`src/rtl/axi_axil_rd_adapter.sv`:
```
// AXI4 read burst to AXI-Lite single-beat read adapter.
// Splits one burst into arlen+1 lite reads and returns R beats with id/rlast.
module axi_axil_rd_adapter #(
    parameter int ADDR_WIDTH      = 32,
    parameter int AXI_DATA_WIDTH  = 32,
    parameter int AXI_ID_WIDTH    = 8,
    parameter int AXIL_DATA_WIDTH = 32
) (
    input  logic                       clk,
    input  logic                       rst,
    input  logic [AXI_ID_WIDTH-1:0]    s_axi_arid,
    input  logic [ADDR_WIDTH-1:0]      s_axi_araddr,
    input  logic [7:0]                 s_axi_arlen,
    input  logic [2:0]                 s_axi_arsize,
    input  logic [1:0]                 s_axi_arburst,
    input  logic                       s_axi_arlock,
    input  logic [3:0]                 s_axi_arcache,
    input  logic [2:0]                 s_axi_arprot,
    input  logic                       s_axi_arvalid,
    output logic                       s_axi_arready,
    output logic [AXI_ID_WIDTH-1:0]    s_axi_rid,
    output logic [AXI_DATA_WIDTH-1:0]  s_axi_rdata,
    output logic [1:0]                 s_axi_rresp,
    output logic                       s_axi_rlast,
    output logic                       s_axi_rvalid,
    input  logic                       s_axi_rready,
    output logic [ADDR_WIDTH-1:0]      m_axil_araddr,
    output logic [2:0]                 m_axil_arprot,
    output logic                       m_axil_arvalid,
    input  logic                       m_axil_arready,
    input  logic [AXIL_DATA_WIDTH-1:0] m_axil_rdata,
    input  logic [1:0]                 m_axil_rresp,
    input  logic                       m_axil_rvalid,
    output logic                       m_axil_rready
);

    localparam int AXI_STRB_WIDTH = AXI_DATA_WIDTH / 8;
    localparam logic [2:0] MAX_SIZE = 3'($clog2(AXI_STRB_WIDTH));

    typedef enum logic [1:0] {
        IDLE,
        ADDR,
        DATA,
        RESP
    } state_t;

    state_t                  state;
    logic [AXI_ID_WIDTH-1:0] id_q;
    logic [ADDR_WIDTH-1:0]   addr_q;
    logic [7:0]              len_q;
    logic [2:0]              size_q;
    logic [1:0]              burst_q;
    logic [7:0]              cnt_q;

    logic [2:0]              eff_size;
    logic [ADDR_WIDTH-1:0]   inc;
    logic [ADDR_WIDTH-1:0]   mask;
    logic [ADDR_WIDTH-1:0]   sum;
    logic [ADDR_WIDTH-1:0]   next_addr;

    // lock and cache carry no meaning on the lite side
    logic unused_sigs;
    assign unused_sigs = ^{s_axi_arlock, s_axi_arcache};

    // next beat address; step clamped to the bus width
    always_comb begin
        eff_size  = (size_q > MAX_SIZE) ? MAX_SIZE : size_q;
        inc       = ADDR_WIDTH'(1) << eff_size;
        mask      = ((ADDR_WIDTH'(len_q) + ADDR_WIDTH'(1)) << eff_size)
                    - ADDR_WIDTH'(1);
        sum       = addr_q + inc;
        next_addr = sum;
        case (burst_q)
            2'b00:   next_addr = addr_q;
            2'b10:   next_addr = (addr_q & ~mask) | (sum & mask);
            default: next_addr = sum;
        endcase
    end

    // burst FSM with registered outputs
    always_ff @(posedge clk or negedge rst) begin
        if (!rst) begin
            state          <= IDLE;
            id_q           <= '0;
            addr_q         <= '0;
            len_q          <= '0;
            size_q         <= '0;
            burst_q        <= '0;
            cnt_q          <= '0;
            s_axi_arready  <= 1'b0;
            s_axi_rid      <= '0;
            s_axi_rdata    <= '0;
            s_axi_rresp    <= '0;
            s_axi_rlast    <= 1'b0;
            s_axi_rvalid   <= 1'b0;
            m_axil_araddr  <= '0;
            m_axil_arprot  <= '0;
            m_axil_arvalid <= 1'b0;
            m_axil_rready  <= 1'b0;
        end else begin
            unique case (state)
                IDLE: begin
                    if (s_axi_arvalid && s_axi_arready) begin
                        id_q           <= s_axi_arid;
                        addr_q         <= s_axi_araddr;
                        len_q          <= s_axi_arlen;
                        size_q         <= s_axi_arsize;
                        burst_q        <= s_axi_arburst;
                        cnt_q          <= '0;
                        m_axil_araddr  <= s_axi_araddr;
                        m_axil_arprot  <= s_axi_arprot;
                        m_axil_arvalid <= 1'b1;
                        s_axi_arready  <= 1'b0;
                        state          <= ADDR;
                    end else begin
                        s_axi_arready  <= 1'b1;
                    end
                end
                ADDR: begin
                    if (m_axil_arready) begin
                        m_axil_arvalid <= 1'b0;
                        m_axil_rready  <= 1'b1;
                        state          <= DATA;
                    end
                end
                DATA: begin
                    if (m_axil_rvalid) begin
                        s_axi_rdata   <= m_axil_rdata;
                        s_axi_rresp   <= m_axil_rresp;
                        s_axi_rid     <= id_q;
                        s_axi_rlast   <= (cnt_q == len_q);
                        s_axi_rvalid  <= 1'b1;
                        m_axil_rready <= 1'b0;
                        state         <= RESP;
                    end
                end
                RESP: begin
                    if (s_axi_rready) begin
                        s_axi_rvalid <= 1'b0;
                        if (s_axi_rlast) begin
                            s_axi_rlast   <= 1'b0;
                            s_axi_arready <= 1'b1;
                            state         <= IDLE;
                        end else begin
                            cnt_q          <= cnt_q + 8'd1;
                            addr_q         <= next_addr;
                            m_axil_araddr  <= next_addr;
                            m_axil_arvalid <= 1'b1;
                            state          <= ADDR;
                        end
                    end
                end
                default: state <= IDLE;
            endcase
        end
    end

endmodule

```
`config.mk`:
```
export PLATFORM = sky130hd
export DESIGN_NAME = axi_axil_rd_adapter
export DESIGN_NICKNAME = d
export VERILOG_FILES = /design/src/rtl/axi_axil_rd_adapter.sv
export SDC_FILE = /design/constraint.sdc
export NUM_CORES = 1
export LEC_CHECK = 0
export CAP_MARGIN = 20
export CORE_MARGIN = 2
export CORE_UTILIZATION = 38
export CTS_CLUSTER_SIZE = 16
export DETAILED_ROUTE_END_ITERATION = 10
export GPL_TIMING_DRIVEN = 0
export HOLD_SLACK_MARGIN = 0.05
export PLACE_DENSITY = 0.66
export SYNTH_ARGS = -nofsm -noshare
export SYNTH_HDL_FRONTEND = slang
export SYNTH_SLANG_ARGS = --single-unit
```
`constraint.sdc`:
```
create_clock -name clk -period 4.5 [get_ports clk]
set_input_delay 0.45 -clock clk [delete_from_list [all_inputs] [get_ports clk]]
set_output_delay 0.45 -clock clk [all_outputs]
set_load 0.02 [all_outputs]
```
Word level (Yosys, flattened, before mapping)

Cells that the tools add are included.

Reduce and logical (&&, ||, !) cells: 16
Bitwise gates (word level): 4
Order comparisons: 1
$add $sub $neg: 4
Muxes and demuxes: 33
Shifts and indexed selects: 2
Equality and inequality tests: 12

Operators with widths:

| operator                                            | number |
|---|---|
| case mux 32 bit (2 select lines)                    | 2 |
| two-way mux 32 bit                                  | 3 |
| bitwise AND 32 bit                                  | 2 |
| adder 32 bit                                        | 1 |
| NOT 32 bit                                          | 1 |
| bitwise OR 32 bit                                   | 1 |
| left shift 1 x 3 -> 32 bit (first input constant)   | 1 |
| left shift 9 x 3 -> 32 bit                          | 1 |
| subtractor 32 x 1 -> 32 bit (second input constant) | 1 |
| two-way mux 8 bit                                   | 3 |
| case mux 8 bit (2 select lines)                     | 1 |
| two-way mux 1 bit                                   | 13 |
| != test 2 bit (second input constant)               | 6 |
| AND reduction 5 bit                                 | 2 |
| adder 8 x 1 -> 9 bit (second input constant)        | 1 |
| AND reduction 3 bit                                 | 3 |
| adder 8 x 1 -> 8 bit (second input constant)        | 1 |
| equality test 8 bit                                 | 1 |
| two-way mux 2 bit                                   | 4 |
| case mux 1 bit (2 select lines)                     | 4 |
| case mux 2 bit (4 select lines)                     | 1 |
| AND reduction 4 bit                                 | 2 |
| equality test 2 bit (second input constant)         | 3 |
| nonzero test 2 bit                                  | 3 |
| other kinds (9)                                     | 11 |

Register bits after elaboration: 113
Word-level logic and storage cells: 88
Output and inout port bits: 82
Input port bits: 101

Depth between registers and ports, before layout

Gate-level depths: netlist of the first run.

Depth after elaboration: 11
Mapped depth: 14
Gate-level depth less buffers: 13

Worst setup path after synthesis of the first run

OpenSTA, ideal clock, no wires.

Path type: reg-to-reg
Start: register size_q[1]
End: register with a tool-made name
Buffers on the path: 1
Required time: 4378 ps
Setup slack: 1552 ps
Stages on the path, launching flop included: 15
Arrival: 2826 ps
Clock period less this slack: 2948 ps
Library setup time: 122 ps
Cell sequence: dfrtp_1 > nor2_2 > clkinv_1 > nor2_1 > ha_1 > fa_1 > a21o_1 > a21oi_1 > o31a_1 > nor2_1 > clkbuf_1 > nand3_1 > nor2_1 > nand2_1 > a32o_1

RTL lines:

| item                     | RTL line | source |
|---|---|---|
| start: declaration       | 51       | `logic [2:0] size_q;` |
| start signal: assignment | 107      | `size_q <= s_axi_arsize;` |

==> results.txt, run 1 <==
status: complete, no violations
HPWL after DPL: 13380 um
area share of the largest cell type after synthesis: 43.38%
Core ar.: 16700 sq um
flops & latches, synth: 113
fin. max-slew vios: 0
Final nets: 969
WL per Instance: 16.98 um
Remaining DRCs: 0
vias in the first global route: 5786
Tcrit/Tclk final: 84.62%
Switching Fraction: 41.56%
utilization after layout: 55.62%
fmax: 262.6 MHz
antenna diode count: 0
Clock Pin Slew Worst Setup and Hold Paths: 60 ps
Post-Route WL: 18400 um
cell internal pwr: 4.367 mW
die width: 135.0 um
die height: 135.0 um
endpoints failing setup: 0
Max IR drop VDD: 0.3790 mV
Slew @ Worst Pin: 729.1 ps
Die Footprint: 18220 sq um
DR iter-0 viols: 364
Crit Path Category: reg -> reg
P&R area growth vs syn: 42.50%
Non-Filler Instances: 1084
HP Class: in -> async
global-route wire length before repair: 29680 um
worst r2r src: size_q[1]$_DFFE_PN0P_
remaining global-route overflow: 0
share of post-route cells with drive strength above 1: 16.32%
Clock power frac: 20.5%
# Post-CTS Setup Buffers: 0
ys flop type: dfrtp_1
RSZ-0062 raised after global routing: false
routability cong.: 0.8708
total of max-cap violations: 0
CTS tree: done
Final Hold Vio Count: 0
drt pass-1 iters: 6
GRT Total Usage: 20.55%
Mapped Area: 6519 sq um
ANT nets after route: 0
CTS H-tree lvls: 4
synth top area cells: dfrtp_1, mux2_2, nand2_1
Mapped Cells: 649
sequential power share: 25.7%
antenna violations before repair: 0
reg2reg path depth: 12
CP Capture Type: flop
Rows: 47
R2R setup slack: 690 ps
Rel. slew slack: 51.22%
# fillers: 1511
Num CTS Buffers: 17
worst-path maximum fanout: 9
Warnings, synthesis: 0
CP Launch Point: size_q[1]$_DFFE_PN0P_
CP arrival: 4120 ps
clock root buffer: clkbuf_16
post-synthesis sequential area ratio: 43.38%
asr flop ratio synth: 100.0%
synth unique cells: 76
PortBufs: 177
power share of the combinational group: 53.8%
clock sink count: 113
Initial Util: 39.03%
Switching Power: 3.106 mW
post-placement cell count: 1051
number of synthesized flops with an enable pin: 0
clk buf depth: 2
Startpoint Class: flop
Top-Level Pins: 183
clk_lat worst skew: 420 ps
Worst Skew: 9.101 ps
power per cell area: 804.5 nW/um^2
vias: 5821
Mapped Avg Cell Area: 10.04 sq um
Synth area leader: dfrtp_1
Lkg Pwr: 3.804 nW
Avg Vias per Cell: 5.370
largest net degree at the start of global routing: 84
critical path required time: 4810 ps
min cycle time layout: 3808 ps
## power groups by stage
stage | clock (mW) | combinational (mW) | sequential [mW]
2_1_floorplan | 0 | 2.17 | 2.29
3_3_place_gp | 0 | 3.97 | 1.91
3_5_place_dp | 0 | 4.00 | 1.93
4_1_cts | 1.56 | 4.02 | 1.92
5_1_grt | 1.61 | 4.36 | 1.99
6_report | 1.53 | 4.02 | 1.92
## per-stage QoR
| step | power (mW) | hold WS [ps] | setup WS [ps] | setup TNS (ps) | instance area (sq um) |
|---|---|---|---|---|---|
| 6_report | 7.473 | 476.0 | 692.0 | 0 | 9289 |
| 5_1_grt | 7.958 | 503.0 | 432.8 | 0 | 9289 |
| 4_1_cts | 7.498 | 472.2 | 738.9 | 0 | 9289 |
| 3_5_place_dp | 5.927 | 354.8 | 770.7 | 0 | 8610 |
| 3_3_place_gp | 5.884 | 469.4 | -1773 | -198950 | 8581 |
| 2_1_floorplan | 4.455 | 154.4 | 1552 | 0 | 6534 |
## what timing repair did
| action | CTS | global route |
|---|---|---|
| resized for setup | 0 | 0 |
| hold buffers | 1 | 0 |
| hold endpoints to repair | 30 | 0 |
## cell usage after synthesis, types with 5 or more instances
cell and count:
o22ai_1 6, nand2_1 68, dfrtp_1 113, o21ai_0 32, and3_1 10, nor2_1 41
xor2_1 18, inv_1 13, xnor2_1 11, a31oi_1 7, o211ai_1 5, mux2i_1 7
nor3_1 14, nor2b_1 7, nand2b_1 6, o311ai_1 13, ha_1 16, nand4_1 10
mux2_2 72, clkbuf_1 18, or3_1 7, nand3_1 24, buf_2 9, a21oi_1 30
nor4_1 5
## final cells by class
| cell class | count | area (sq um) | area share (%) |
|---|---|---|---|
| Buffer | 31 | 138.9 | 1.495 |
| Multi-Input combinational cell | 494 | 3511 | 37.80 |
| Clock inverter | 12 | 202.7 | 2.182 |
| Clock buffer | 20 | 466.7 | 5.024 |
| Timing Repair Buffer | 179 | 1810 | 19.49 |
| Inverter | 15 | 56.30 | 0.6061 |
| Tap cell | 220 | 275.3 | 2.963 |
| Sequential cell | 113 | 2828 | 30.44 |
## worst max-delay path, cell delays in order, from the launching register on
cell and delay, ps:
dfrtp_1 440, nor2_2 260, clkinv_1 300, nor2_1 260, ha_1 270, a21oi_1 250, nor2_1 110, o311a_1 360
o31ai_1 610, nor2_1 270, nand2_1 320, o311ai_1 130, o311ai_1 120
## cells by family after synthesis
group | after synthesis | synth area share [%]
and+or+nand+nor | 215 | 16.45
xor gates and xnor gates | 30 | 4.146
adders and majority gates | 17 | 3.378
AOI/OAI and AO/OA | 147 | 16.03
muxes | 79 | 13.51
buffers and inverters | 46 | 2.994
DFF | 113 | 43.38
other | 2 | 0.1152
## per-layer routing
layer  GRT usage, %  share of wire (%)  vias to the layer above
li1               -                  -                     2784
met1          26.14                 44                     2791
met2          32.80                 46                      221
met3          6.719                8.5                       25
met4          7.465                1.9                        0
met5              0                  0                        -
## layout by cell type (no fill, tap or decap), types with 9 or more instances in the layout
| master | Yosys | routed |
|---|---|---|
| nand4_1 | 10 | 10 |
| o311ai_1 | 13 | 13 |
| mux2_2 | 72 | 72 |
| nor3_1 | 14 | 14 |
| buf_2 | 9 | 9 |
| clkdlybuf4s50_1 | 0 | 176 |
| nor2_1 | 41 | 41 |
| nand3_1 | 24 | 24 |
| ha_1 | 16 | 16 |
| and3_1 | 10 | 10 |
| dfrtp_1 | 113 | 113 |
| nand2_1 | 68 | 68 |
| clkbuf_1 | 18 | 18 |
| xor2_1 | 18 | 18 |
| a21oi_1 | 30 | 30 |
| inv_1 | 13 | 13 |
| xnor2_1 | 11 | 11 |
| o21ai_0 | 32 | 32 |
| clkbuf_16 | 0 | 17 |
## worst max-delay path by stage
stage	end	slack (ps)	depth (start not counted)
2_1_floorplan	flop	1550	14
3_3_place_gp	s_axi_rdata[8]$_DFFE_PN0P_	-1770	1
3_5_place_dp	flop	770	12
4_1_cts	flop	740	12
5_1_grt	flop	430	12
6_report	flop	690	12
Note: power is estimated with default switching activity, not from simulation.
==> run 2: changes to the inputs <==
Clock period 4.5 ns to 3.87 ns, I/O delays scaled along.
==> results.txt, run 2 (synthesis results as in run 1) <==
Die Footprint: 18220 sq um (unchanged)
critical-path cell list: nor2_2 -> clkinv_1 -> nor2_1 -> ha_1 -> a21oi_1 -> nor2_1 -> o311a_1 -> o31ai_2 -> nor2_1 -> nand2_1 -> o311ai_1 -> o311ai_1 (was nor2_2 -> clkinv_1 -> nor2_1 -> ha_1 -> a21oi_1 -> nor2_1 -> o311a_1 -> o31ai_1 -> nor2_1 -> nand2_1 -> o311ai_1 -> o311ai_1)
Worst Skew: 8.309 ps (was 9.101 ps)
CTS H-tree lvls: 4 (unchanged)
slowest cell on the critical path: dfrtp_1 (was o31ai_1)
CP arrival: 3900 ps (was 4120 ps)
PortBufs: 177 (unchanged)
Worst Path Buf+Inv: 1 (unchanged)
reg2reg path depth: 12 (unchanged)
Top-Level Pins: 183 (unchanged)
Lkg Pwr: 3.808 nW (was 3.804 nW)
fmax: 278.7 MHz (was 262.6 MHz)
clk buf depth: 2 (unchanged)
die height: 135.0 um (unchanged)
HP Class: in -> async (unchanged)
clock root buffer: clkbuf_16 (unchanged)
Startpoint Class: flop (unchanged)
Post-Route WL: 18410 um (was 18400 um)
Final Hold Vio Count: 0 (unchanged)
GRT Total Usage: 20.55% (unchanged)
clk_lat worst skew: 420 ps (about the same)
drt pass-1 iters: 8 (was 6)
most frequent cells in the layout: clkdlybuf4s50_1, dfrtp_1, mux2_2 (unchanged)
die width: 135.0 um (unchanged)
min cycle time layout: 3589 ps (was 3808 ps)
endpoints failing setup: 0 (unchanged)
Remaining DRCs: 0 (unchanged)
post-placement cell count: 1051 (unchanged)
Initial Util: 39.03% (unchanged)
Final nets: 969 (unchanged)
Crit path max-delay family: compound AO/OA/AOI/OAI gates (unchanged)
critical path required time: 4180 ps (was 4810 ps)
Tcrit/Tclk final: 92.73% (was 84.62%)
Rows: 47 (unchanged)
Area after DPL: 8610 sq um (unchanged)
Critical Path Max Stage Delay: 440 ps (was 610 ps)
remaining global-route overflow: 0 (unchanged)
Slew @ Worst Pin: 763.9 ps (was 729.1 ps)
Core ar.: 16700 sq um (unchanged)
P&R area growth vs syn: 42.59% (was 42.50%)
largest net degree at the start of global routing: 84 (unchanged)
R2R setup slack: 280 ps (was 690 ps)
Clock Pin Slew Worst Setup and Hold Paths: 60 ps (about the same)
most common cell after layout, fill and taps aside: clkdlybuf4s50_1 (unchanged)
fin. max-slew vios: 0 (unchanged)
Non-Filler Instances: 1084 (unchanged)
vias: 5823 (was 5821)
RSZ-0062 raised after global routing: false (unchanged)
routability cong.: 0.8708 (unchanged)
CTS tree: done (unchanged)
ANT nets after route: 0 (unchanged)
most used cell, CP: nor2_1 (unchanged)
pre-CTS setup slack: 140.7 ps (was 770.7 ps)
total of max-cap violations: 0 (unchanged)
power per cell area: 935.8 nW/um^2 (was 804.5 nW/um^2)
# Post-CTS Setup Buffers: 0 (unchanged)
Crit Path Category: reg -> reg (unchanged)
Setup WS post-layout: 281.5 ps (was 692.0 ps)
Rel. slew slack: 48.88% (was 51.22%)
Num CTS Buffers: 17 (unchanged)
global-route wire length before repair: 29680 um (unchanged)
CP Capture Type: flop (unchanged)
WL per Instance: 16.99 um (was 16.98 um)
post-route cell area: 9295 sq um (was 9289 sq um)
DR iter-0 viols: 360 (was 364)
Max IR drop VDD: 0.4407 mV (was 0.3790 mV)
worst-path maximum fanout: 9 (unchanged)
HPWL after DPL: 13380 um (unchanged)
worst r2r src: size_q[1]$_DFFE_PN0P_ (unchanged)
antenna violations before repair: 0 (unchanged)
status: complete, no violations (unchanged)
vias in the first global route: 5786 (unchanged)
antenna diode count: 0 (unchanged)
clock sink count: 113 (unchanged)
Avg Vias per Cell: 5.372 (was 5.370)
share of post-route cells with drive strength above 1: 16.55% (was 16.32%)
## run 2: layout make-up
cell class                 instances  area, sq um
buffer                            31        140.1
clock buffer                      20        466.7
clock inverter                    12        202.7
fill                            1509         7406
inverter                          15        56.30
multi-input combinational        494         3516
sequential                       113         2828
tap                              220        275.3
timing repair buffer             179         1810
## run 2: repair_timing
item	CTS	global route
gates resized for setup	0	3
hold endpoints to repair	30	0
hold buffers	1	0
endpoints found under the setup margin	0	13
## run 2: power breakdown
group | switching [mW] | internal (mW)
registers | 0.483 | 1.75
logic | 2.55 | 2.13
clock network | 0.583 | 1.20
total | 3.62 | 5.08
## run 2: through the flow
stage          hold slack, ps  TNS (ps)  power, mW  util [%]
2_1_floorplan           91.41         0      5.181         -
3_3_place_gp            469.4   -263020      6.842     51.38
3_5_place_dp            291.8         0      6.892     51.55
4_1_cts                 409.2         0      8.718     55.62
5_1_grt                 445.6         0      9.259     55.66
6_report                413.0         0      8.698     55.66
## run 2: worst register-to-register path: stages, from the launching register on
cell,delay (ps)
dfrtp_1,440
nor2_2,270
clkinv_1,300
nor2_1,270
ha_1,270
a21oi_1,250
nor2_1,110
o311a_1,370
o31ai_2,440
nor2_1,220
nand2_1,300
o311ai_1,130
o311ai_1,120
## run 2: worst max-delay path by stage
stage | startpoint | cells past startpoint | to
6_report | size_q[1]$_DFFE_PN0P_ | 12 | flop
5_1_grt | size_q[1]$_DFFE_PN0P_ | 12 | flop
4_1_cts | size_q[1]$_DFFE_PN0P_ | 12 | flop
3_5_place_dp | size_q[1]$_DFFE_PN0P_ | 12 | flop
3_3_place_gp | rst | 1 | s_axi_rdata[8]$_DFFE_PN0P_
2_1_floorplan | size_q[1]$_DFFE_PN0P_ | 14 | flop
## run 2: metal layers
metal  up-vias  GRT usage [%]  part of all wire, %
met4         0          7.465                  1.9
met1      2789          26.14                   44
met5         -              0                    0
met3        25          6.719                  8.6
li1       2784              -                    -
met2       225          32.80                   46
==> run 3: changes to the inputs <==
Settings changed: GPL_ROUTABILITY_DRIVEN set to 0.
==> results of run 3 <==
Same layout as run 2: the final DEF is identical, and so are final timing and power.
==> edit, RTL diff (config.mk and constraints of run 3) <==
The parameter `ADDR_WIDTH` goes from 32 to 64.
--- a/src/rtl/axi_axil_rd_adapter.sv
+++ b/src/rtl/axi_axil_rd_adapter.sv
@@ -1,7 +1,7 @@
 // AXI4 read burst to AXI-Lite single-beat read adapter.
 // Splits one burst into arlen+1 lite reads and returns R beats with id/rlast.
 module axi_axil_rd_adapter #(
-    parameter int ADDR_WIDTH      = 32,
+    parameter int ADDR_WIDTH      = 64,
     parameter int AXI_DATA_WIDTH  = 32,
     parameter int AXI_ID_WIDTH    = 8,
     parameter int AXIL_DATA_WIDTH = 32
Ports: changed (resized m_axil_araddr and s_axi_araddr); port bits go from 183 to 247. The function was not compared with the original's and may differ.
==> edit against run 3 <==
Clock skew rose by 0.0047 ns. Cell area increased by 31%. Sequential cell count grew 32. Synthesized area grew 33%. Total power increased by 30%. Sequential power is 38% higher. Worst setup slack lost 0.076 ns. Routed wire length grew 60%.
==> edit: results (changes against run 3) <==
Outcome
  – Status: completed

Place
  – Port bufs: 241 (+36%)
  – Pre-CTS WS: -0.472 ns (-0.613 ns)
  – Detailed Place HPWL: 21900 um (+63%)

Global route
  – First-pass GRT wire length: 46500 um (+57%)
  – GRT Util Overall: 0.245 (+0.0392)
  – Vias in the first global route: 8560 (+48%)
  – Pin count of the biggest net entering global routing: 88 (+4.8%)
  – Initial antenna violation count: 0 (unchanged)

Synth
  – Sequential share of the synthesized area: 0.417 (-0.0166)
  – Synth area leaders: dfrtp_1, mux2_2, o21ai_0
  – Synth Warn #: 0 (unchanged)
  – Yosys cell types: 81 (+6.6%)
  – Most frequent cells after synthesis: dfrtp_1, nor2_1, mux2_2, nand2_1, o21ai_0

Clock network
  – Reg clk slew, reported paths: 0.07 ns
  – Num CTS Buffers: 17 (unchanged)
  – Clock buffer depth: 2 (unchanged)
  – Clk Latency, worst-skew pair: 0.44 ns (+0.02 ns)

Detailed routing
  – Post-DR vias/cell: 5.75 (+7.0%)
  – Drt pass-1 iters: 5 (-3)
  – Drt first-iter violations: 615 (+71%)
  – Routed WL: 29500 um (+60%)

Worst setup path
  – CP arrival: 3.94 ns (+0.04 ns)
  – Max FO, Critical Path: 10 (+1)

Power
  – LEAKAGE: 4.80 nW (+26%)
  – VDD IR max: 0.000426 V (-3.4%)

Layout
  – Layout cells sized above 1: 0.126 (-0.0391)
  – Final Net Count: 1347 (+39%)

Timing
  – Clk_skew: 0.0130 ns (+0.00473 ns)
  – Least-Margin Pin Slew: 0.781 ns (+0.0169 ns)
[edit: logic make-up after synthesis]
kind of cell	synth area share
xor+xnor	0.0281
fa+ha+maj	0.0253
buf+inv	0.0352
simple gates	0.200
compound gates	0.184
other cells	0.000864
mux	0.109
flops	0.417
[edit: metal layers]
metal	track usage	vias to the layer above	wire length [um]
met2	0.394	396	13500
met4	0.0887	0	851
met3	0.0694	62	2620
li1	-	4016	-
met5	0	-	0
met1	0.315	4122	12600
[edit: layout make-up]
cell class	instances	area [um^2]	share of cell area
clock buffer	17	425	0.0350
timing repair buffer	243	2450	0.201
buffer	57	245	0.0202
inverter	16	60.1	0.00494
sequential	145	3630	0.298
multi-input combinational	717	4850	0.399
tap	285	357	0.0293
clock inverter	15	146	0.0120
[edit: critical path, stage by stage (launching register included)]
cell       delay, ns
dfrtp_1         0.51
nor2_4          0.11
inv_2           0.13
clkbuf_2        0.25
nor2_2          0.10
fa_1            0.44
a21o_1          0.20
nand4_1         0.09
nand3_1         0.12
a31oi_2         0.34
nand4b_1        0.24
a2bb2oi_4       0.28
buf_4           0.27
nor2_1          0.13
o21ai_0         0.20
a21oi_1         0.10
[edit: repair_timing]
item	4_1_cts	5_1_grt
pin swaps	0	1
hold endpoints to repair	58	0
endpoints found under the setup margin	41	40
resized for setup	7	11
hold buffers	1	0
[edit: power breakdown]
part / internal (mW) / switching [mW]
combinational: 2.85 / 3.76
sequential: 2.28 / 0.806
clock: 0.902 / 0.738
[edit: worst paths after layout]
check / endpoint / slack (ns) / cells after the start / startpoint
min in group clk: id_q[4] / 0.50 / 1 / id_q[4]
worst max register to register: register / 0.21 / 15 / size_q[2]
worst min register to register: id_q[4] / 0.50 / 1 / id_q[4]
worst min-delay path: async pin / 0.50 / 2 / rst
max in group asynchronous: s_axi_rid[5] / 2.49 / 3 / rst
worst max-delay path: register / 0.21 / 15 / size_q[2]
[edit: per-stage QoR]
| stage | util | std cells | cell area (um^2) |
|---|---|---|---|
| 6_report | 0.539 | 1495 | 12200 |
| 2_1_floorplan | - | 936 | 8710 |
| 5_1_grt | 0.539 | 1495 | 12200 |
| 3_3_place_gp | 0.509 | 1462 | 11500 |
| 3_5_place_dp | 0.510 | 1463 | 11500 |
| 4_1_cts | 0.537 | 1495 | 12100 |
